[src/rtl/frac_tick_gen.sv]
// Fractional-period tick generator: emits a one-cycle TICK every
// DIV_INT + DIV_FRAC/2^FRACW clock cycles on average, plus a square wave
// that toggles on each TICK. New divisors are staged in a shadow register
// and take effect only at a period boundary, or immediately while idle.
module frac_tick_gen #(
  parameter int DIVW     = 16,
  parameter int FRACW    = 4,
  parameter int DEF_INT  = 434,
  parameter int DEF_FRAC = 0
) (
  input  logic             CLK,
  input  logic             RST,
  input  logic             EN,
  input  logic             LOAD,
  input  logic [DIVW-1:0]  DIV_INT,
  input  logic [FRACW-1:0] DIV_FRAC,
  output logic             TICK,
  output logic             SQ_OUT,
  output logic             LOAD_ACK
);

  // Reset divisor, clamped to the same minimum period a LOAD would get.
  localparam logic [DIVW-1:0]  DEF_INT_C  = (DEF_INT < 2) ? DIVW'(2) : DIVW'(DEF_INT);
  localparam logic [FRACW-1:0] DEF_FRAC_C = FRACW'(DEF_FRAC);
  localparam logic [DIVW:0]    LEN_ONE    = (DIVW+1)'(1);

  typedef enum logic {
    SH_IDLE,
    SH_PEND
  } sh_state_t;

  sh_state_t        sh_state;
  sh_state_t        sh_state_nxt;

  logic [DIVW-1:0]  act_int;
  logic [FRACW-1:0] act_frac;
  logic [DIVW-1:0]  sh_int;
  logic [FRACW-1:0] sh_frac;
  logic [DIVW:0]    len;
  logic [DIVW-1:0]  cnt;
  logic [FRACW-1:0] acc;

  logic             boundary;
  logic             apply;
  logic [DIVW-1:0]  cap_int;
  logic [FRACW:0]   frac_sum;
  logic [DIVW:0]    len_nxt;
  logic             tick_r;
  logic             sq_r;
  logic             ack_r;

  // Period boundary detection, clamped capture value and next period length.
  always_comb begin
    boundary = ({1'b0, cnt} == (len - LEN_ONE));
    cap_int  = (DIV_INT < DIVW'(2)) ? DIVW'(2) : DIV_INT;
    frac_sum = {1'b0, acc} + {1'b0, act_frac};
    len_nxt  = {1'b0, act_int} + {{DIVW{1'b0}}, frac_sum[FRACW]};
  end

  // Shadow pending state register.
  always_ff @(posedge CLK or negedge RST) begin
    if (!RST) sh_state <= SH_IDLE;
    else      sh_state <= sh_state_nxt;
  end

  // Pending next-state and apply decision. A LOAD on the same edge as an
  // apply re-arms pending, so the fresh capture waits for a later boundary
  // while the apply itself uses the shadow value from before that edge.
  always_comb begin
    sh_state_nxt = sh_state;
    apply        = 1'b0;
    case (sh_state)
      SH_IDLE: begin
        if (LOAD) sh_state_nxt = SH_PEND;
      end
      SH_PEND: begin
        apply = !EN || boundary;
        if (LOAD)       sh_state_nxt = SH_PEND;
        else if (apply) sh_state_nxt = SH_IDLE;
      end
      default: sh_state_nxt = SH_IDLE;
    endcase
  end

  // Shadow divisor capture.
  always_ff @(posedge CLK or negedge RST) begin
    if (!RST) begin
      sh_int  <= DEF_INT_C;
      sh_frac <= DEF_FRAC_C;
    end else if (LOAD) begin
      sh_int  <= cap_int;
      sh_frac <= DIV_FRAC;
    end
  end

  // Active divisor, phase accumulator and period length update.
  always_ff @(posedge CLK or negedge RST) begin
    if (!RST) begin
      act_int  <= DEF_INT_C;
      act_frac <= DEF_FRAC_C;
      acc      <= '0;
      len      <= {1'b0, DEF_INT_C};
    end else if (apply) begin
      act_int  <= sh_int;
      act_frac <= sh_frac;
      acc      <= '0;
      len      <= {1'b0, sh_int};
    end else if (EN && boundary) begin
      acc      <= frac_sum[FRACW-1:0];
      len      <= len_nxt;
    end
  end

  // Period counter: runs only while enabled, restarts at each boundary.
  always_ff @(posedge CLK or negedge RST) begin
    if (!RST)                 cnt <= '0;
    else if (EN && !boundary) cnt <= cnt + DIVW'(1);
    else                      cnt <= '0;
  end

  // Registered outputs: tick pulse, square wave and load acknowledge.
  always_ff @(posedge CLK or negedge RST) begin
    if (!RST) begin
      tick_r <= 1'b0;
      sq_r   <= 1'b0;
      ack_r  <= 1'b0;
    end else begin
      tick_r <= EN && boundary;
      if (EN && boundary) sq_r <= ~sq_r;
      ack_r  <= apply;
    end
  end

  assign TICK     = tick_r;
  assign SQ_OUT   = sq_r;
  assign LOAD_ACK = ack_r;

endmodule
[config.mk]
export PLATFORM = sky130hd
export DESIGN_NAME = frac_tick_gen
export DESIGN_NICKNAME = d
export VERILOG_FILES = /design/src/rtl/frac_tick_gen.sv
export SDC_FILE = /design/constraint.sdc
export NUM_CORES = 1
export LEC_CHECK = 0
export CAP_MARGIN = 20
export CORE_MARGIN = 5
export CORE_UTILIZATION = 55
export DETAILED_ROUTE_END_ITERATION = 10
export PLACE_DENSITY = 0.75
export SLEW_MARGIN = 15
export SYNTH_ARGS = -nofsm -noshare
export SYNTH_HDL_FRONTEND = slang
export SYNTH_SLANG_ARGS = --single-unit
[constraint.sdc]
create_clock -name CLK -period 3.7 [get_ports CLK]
set_input_delay 0.555 -clock CLK [delete_from_list [all_inputs] [get_ports CLK]]
set_output_delay 0.555 -clock CLK [all_outputs]
set_load 0.05 [all_outputs]
==> run summary, run 1 <==
final layout net count - 463
reg-to-reg setup timing slack - 330 ps
Overflow after GRT - 0
placed cell areas - 4765 um^2
vias - 3,149
Post-Place Worst Slack - 192.3 ps
Die X - 99.51 um
GR Util met2 - 0.3017
clk slew on worst S/H paths - 90 ps
FF-to-FF Start - len[2]$_DFFE_PN0P_
number of synthesized flops with an enable pin - 0
drt via density - 5.864
slowest cell delay on critical path - 660 ps
Seq/Total Area, Yosys - 0.4642
Initial Util - 0.5673
Cells after DPL - 520
Worst setup EP type - register
DRC Markers - 0
via count of the first global-routing pass - 3,149
Post-DRT Antenna Nets - 0
Worst Max-Slew Pin Slew - 902.0 ps
first-pass iteration count of the detailed router - 4
row cnt - 32
commonest cells in the netlist - dfrtp_1 (66), xnor2_1 (31), nand3_1 (29)
fin crit period - 3367 ps
most used cell along the critical path - or4_1
yosys warns - 0
Worst slew margin - 0.3968
H-tree depth - 3
Worst R2R Path Depth - 7
die area - 9902 um^2
total CTS buffers - 9
most frequent cell after synthesis - dfrtp_1
worst-skew pair later-pin latency - 360 ps
register bit count reported by yosys - 81
mean area per synthesized cell - 10.88 um^2
setup TNS - 0 ps
Total Wirelength - 8728 um
met1 Use GR - 0.2655
DR WL/cell - 16.25 um
routability congestion estimate - 0.8350
fin area - 4992 um^2
gr usage total - 0.1911
WP data required - 3930 ps
crit path kind - register to register
ys async rst share - 1.000
Setup Buffers After CTS - 0
1st-iter DRT viols - 133
Power Density - 419.5 nW/um^2
IO buf count - 26
HPWL after DPL - 6333 um
clk sinks - 81
WP buf/inv - 0
setup ws final - 332.7 ps
initial antenna violation count - 0
Peak Freq - 297.0 MHz
Reg-to-Reg End - act_int[10]$_DFFE_PN0P_
Die H - 99.51 um
wire length of the first global-routing pass - 15,170 um
Slowest-stage cell, CP - o41ai_4
VDD IR max - 261.9 uV
CP arrival - 3600 ps
crit-path cells - or4_1 > or4_1 > a31oi_1 > a41oi_1 > o41ai_4 > nand2_4 > mux2_1
ys flop type - dfrtp_1
post-synth top area cell - dfrtp_1
ranking of synthesized cells by area - dfrtp_1 (37%), dfstp_2 (8.9%), xnor2_1 (6.2%), mux2_2 (5.9%), mux2_1 (4.9%)
pin count of the biggest net entering global routing - 82
# IOs - 27
layout cell share with drive strength beyond 1 - 0.1678
CTS Root Cell - clkbuf_8
Gate Count Post-Synth - 405
Final Slew Violations - 0
met3 usage - 0.03927
critical path fanouts, max - 21
Final Hold Fails - 0
Finished Layout Cells - 537
core box area - 7767 um^2
CTS tree - done
CP startpoint kind - register
crit share post-route - 0.9101
syn nets - 438
Max Cap Viol - 0
cell area after synthesis - 4407 um^2
Clock Skew - 11.63 ps
outcome - finished, final reports clean
# setup viols final - 0
gr busiest metal - met2
n_diodes - 0
Leak - 0.002035 uW
delay-heaviest family, CP - simple AND/OR/NAND/NOR gates
CTS max path bufs - 2
Hold Crit Class - input pin to async pin
RSZ-0062 raised after global routing - false
synth-to-layout area growth - 13.29%
CTS Hold Bufs - 0
number of distinct library cells after synthesis - 51
top-area cell type share of the netlist area - 0.3748
-- stage by stage --
step / hold slack, ps / power [uW] / utilization
3_5_place_dp: 464.5 / 1440 / 0.6134
6_report: 144.0 / 2094 / 0.6427
3_3_place_gp: 455.0 / 1424 / 0.6134
4_1_cts: 391.6 / 2103 / 0.6395
5_1_grt: 169.4 / 2204 / 0.6427
2_1_floorplan: 259.4 / 1324 / -
-- placed cells by master, fill, tap and decap left out, types with 3 or more instances in the layout --
master,count
mux2_1,19
or4_1,3
buf_4,9
nor2b_1,3
or3_1,4
nor4_1,8
nand3b_1,16
xor2_1,18
a21oi_1,6
nand2_1,15
xnor2_1,31
inv_1,12
nor3_1,5
a22o_1,5
mux2_2,23
o221a_2,4
clkinvlp_4,3
dfstp_2,15
nand3_1,29
and2_1,3
clkbuf_8,9
dfrtp_1,66
nand4_1,10
a21o_1,5
nor2_1,26
o211a_1,12
nand2b_1,3
o21ai_0,5
and3_1,5
ha_1,8
clkdlybuf4s50_1,25
-- metal layers --
| layer | vias to the layer above | part of all wire |
|---|---|---|
| met2 | 59 | 0.46 |
| met3 | 12 | 0.028 |
| met5 | - | 0 |
| li1 | 1527 | - |
| met1 | 1551 | 0.49 |
| met4 | 0 | 0.018 |
-- worst max-delay path by stage --
stage                       start                      end  slack (ps)  cells past startpoint
2_1_floorplan  len[3]$_DFFE_PN0P_  act_frac[1]$_DFFE_PN0P_         510                     10
3_3_place_gp   len[2]$_DFFE_PN0P_  act_frac[1]$_DFFE_PN0P_         250                      7
3_5_place_dp   len[2]$_DFFE_PN0P_  act_frac[1]$_DFFE_PN0P_         190                      7
4_1_cts        len[2]$_DFFE_PN0P_  act_int[12]$_DFFE_PN0P_         170                      7
5_1_grt        len[2]$_DFFE_PN0P_  act_int[12]$_DFFE_PN0P_          80                      7
6_report       len[2]$_DFFE_PN0P_  act_int[10]$_DFFE_PN0P_         330                      7
-- cell type report --
class	instances	area, um^2
fillers	629	2775
clock inverters	7	78.83
clock buffers	9	123.9
flip-flops and latches	81	2046
repair buffers	35	337.8
multi-input cells	291	2233
well taps	102	127.6
inverters	12	45.04
-- kinds of logic (layout without fill, tap and decap cells) --
| logic type | count (synthesis) | count (layout) | share of synthesized area |
|---|---|---|---|
| AOI/OAI and AO/OA | 53 | 53 | 0.1017 |
| xor gates and xnor gates | 49 | 49 | 0.09739 |
| adders and majority gates | 9 | 9 | 0.02726 |
| buffers and inverters | 33 | 63 | 0.03010 |
| DFF | 81 | 81 | 0.4642 |
| muxes | 42 | 42 | 0.1073 |
| and+or+nand+nor | 138 | 138 | 0.1721 |
-- flip-flops by register name, summed over array words and instances, names as in the netlist --
name      count
LOAD_ACK      1
SQ_OUT        1
TICK          1
acc           4
act_frac      4
act_int      16
cnt          16
len          17
sh_frac       4
sh_int       16
sh_state      1
-- report_power, final --
group	switching (uW)	internal (uW)	leakage (uW)
Sequential	114	997	0.000972
Combinational	140	176	0.000971
Clock	351	316	0.0000921
-- timing repair --
| action | 4_1_cts | 5_1_grt |
|---|---|---|
| gates resized for setup | 0 | 1 |
| setup endpoints to repair | 0 | 20 |
| hold endpoints to repair | 0 | 0 |
No activity file was read; power rests on OpenSTA's default activity.
==> run 2, diff against run 1 <==
--- a/config.mk
+++ b/config.mk
@@ -10,4 +10,5 @@
 export CORE_UTILIZATION = 55
 export DETAILED_ROUTE_END_ITERATION = 10
+export GPL_ROUTABILITY_DRIVEN = 1
 export PLACE_DENSITY = 0.75
 export SLEW_MARGIN = 15
==> constraint.sdc (replaced) <==
create_clock -name CLK -period 3.3 [get_ports CLK]
set_input_delay 0.495 -clock CLK [delete_from_list [all_inputs] [get_ports CLK]]
set_output_delay 0.495 -clock CLK [all_outputs]
set_load 0.02 [all_outputs]
==> run summary, run 2 (synthesis results as in run 1) <==
pin count of the biggest net entering global routing - 82
wire length of the first global-routing pass - 15,570 um
crit-path cells - or4_1 > or4_1 > a31oi_1 > a41oi_1 > nor4_2 > buf_4 > mux2_2 > a22o_1
Die H - 99.51 um
first-pass iteration count of the detailed router - 4
Worst Max-Slew Pin Slew - 883.6 ps
DRC Markers - 0
HPWL after DPL - 6269 um
Slowest-stage cell, CP - or4_1
Initial Util - 0.5673
Cells after DPL - 523
CP arrival - 3310 ps
crit path kind - register to register
most frequent cells in the layout - dfrtp_1 (66), xnor2_1 (31), nand3_1 (29)
die area - 9902 um^2
fill count - 620
most used cell along the critical path - or4_1
Worst setup EP type - register
CTS Root Cell - clkbuf_8
CTS tree - done
crit share post-route - 0.9319
via count of the first global-routing pass - 3,196
CTS max path bufs - 2
Post-DRT Antenna Nets - 0
Total Wirelength - 8728 um
Peak Freq - 325.2 MHz
CP startpoint kind - register
# setup viols final - 0
Finished Layout Cells - 540
GR Util met2 - 0.3042
worst-skew pair later-pin latency - 360 ps
H-tree depth - 3
slowest cell delay on critical path - 600 ps
Leak - 0.002046 uW
# IOs - 27
total CTS buffers - 9
Clock Skew - 14.57 ps
VDD IR max - 363.6 uV
clk slew on worst S/H paths - 90 ps
fin crit period - 3075 ps
core box area - 7767 um^2
row cnt - 32
Final Hold Fails - 0
1st-iter DRT viols - 167
Hold Crit Class - input pin to async pin
outcome - finished, final reports clean
setup TNS - 0 ps
fin area - 4995 um^2
clk sinks - 81
met1 Use GR - 0.2660
critical path fanouts, max - 16
final layout net count - 466
gr usage total - 0.1931
drt via density - 5.824
Final Slew Violations - 0
commonest non-fill, non-tap cell in the layout - dfrtp_1
vias - 3,145
layout cell share with drive strength beyond 1 - 0.1758
Max Cap Viol - 0
WP data required - 3530 ps
n_diodes - 0
IO buf count - 26
Power Density - 458.4 nW/um^2
max reg flops - 17
gr busiest metal - met2
Fin Hold WS - 92.76 ps
routability congestion estimate - 0.8035
initial antenna violation count - 0
overall power consumption - 2290 uW
Overflow after GRT - 0
placed cell areas - 4787 um^2
Die X - 99.51 um
DR WL/cell - 16.16 um
Reg with most FFs - len
Worst slew margin - 0.4091
RSZ-0062 raised after global routing - false
met3 usage - 0.04208
synth-to-layout area growth - 13.34%
## run 2: final cells by class
type / instances / area (um^2) / area share
tap: 102 / 127.6 / 0.02555
clock inverter: 7 / 58.81 / 0.01177
timing repair buffer: 38 / 360.3 / 0.07214
sequential: 81 / 2046 / 0.4096
multi-input combinational: 291 / 2233 / 0.4471
inverter: 12 / 45.04 / 0.009018
clock buffer: 9 / 123.9 / 0.02480
## run 2: path summary, 6_finish.rpt
path,from,cells after the start,end,slack (ps)
setup reg to reg,len[0]$_DFFE_PN0P_,8,acc[0]$_DFFE_PN0P_,220
min in group CLK,SQ_OUT$_DFFE_PN0P_,1,SQ_OUT$_DFFE_PN0P_,470
hold reg to reg,SQ_OUT$_DFFE_PN0P_,1,SQ_OUT$_DFFE_PN0P_,470
hold / removal,RST,1,cnt[6]$_DFF_PN0_,90
max in group asynchronous,RST,2,sh_int[8]$_DFFE_PN1P_,2560
setup / recovery,len[0]$_DFFE_PN0P_,8,acc[0]$_DFFE_PN0P_,220
## run 2: metal layers
metal	share of wire	vias up	routed length [um]
met3	0.048	6	418
met1	0.48	1528	4166
li1	-	1534	-
met5	0	-	0
met2	0.47	77	4073
met4	0.0079	0	69
## run 2: through the flow
| stage | setup WS (ps) | util |
|---|---|---|
| CTS | 184.9 | 0.6398 |
| detailed placement | 194.8 | 0.6163 |
| global route | 11.73 | 0.6430 |
| floorplan | 110.9 | - |
| finish | 224.7 | 0.6430 |
| global placement | 240.2 | 0.6163 |
## run 2: critical path: cells and delay by family, from the launching register on
| kind | cells | cell delay, ps |
|---|---|---|
| muxes | 1 | 370 |
| buffers and inverters | 1 | 260 |
| AOI/OAI and AO/OA | 3 | 470 |
| and+or+nand+nor | 3 | 1420 |
| DFF | 1 | 450 |
## run 2: where the power goes
group,leakage (uW),switching [uW],internal (uW),total (uW)
combinational,0.000982,161,202,363
sequential,0.000972,124,1120,1240
clock,0.0000925,399,287,685
## run 2: repair_timing
action / CTS / global route
gates resized for setup: 0 / 1
endpoints found under the setup margin: 0 / 5
buffers inserted: 0 / 0
hold buffers: 0 / 0
==> run 3, diff against run 2 <==
==> constraint.sdc (replaced) <==
create_clock -name CLK -period 3.3 [get_ports CLK]
set_input_delay 0.66 -clock CLK [delete_from_list [all_inputs] [get_ports CLK]]
set_output_delay 0.66 -clock CLK [all_outputs]
set_load 0.02 [all_outputs]
==> results of run 3 <==
Same layout as run 2 (identical final DEF). Status: finished, final reports clean.
Main changes from that run: hold slack 92.76 ps -> 257.8 ps
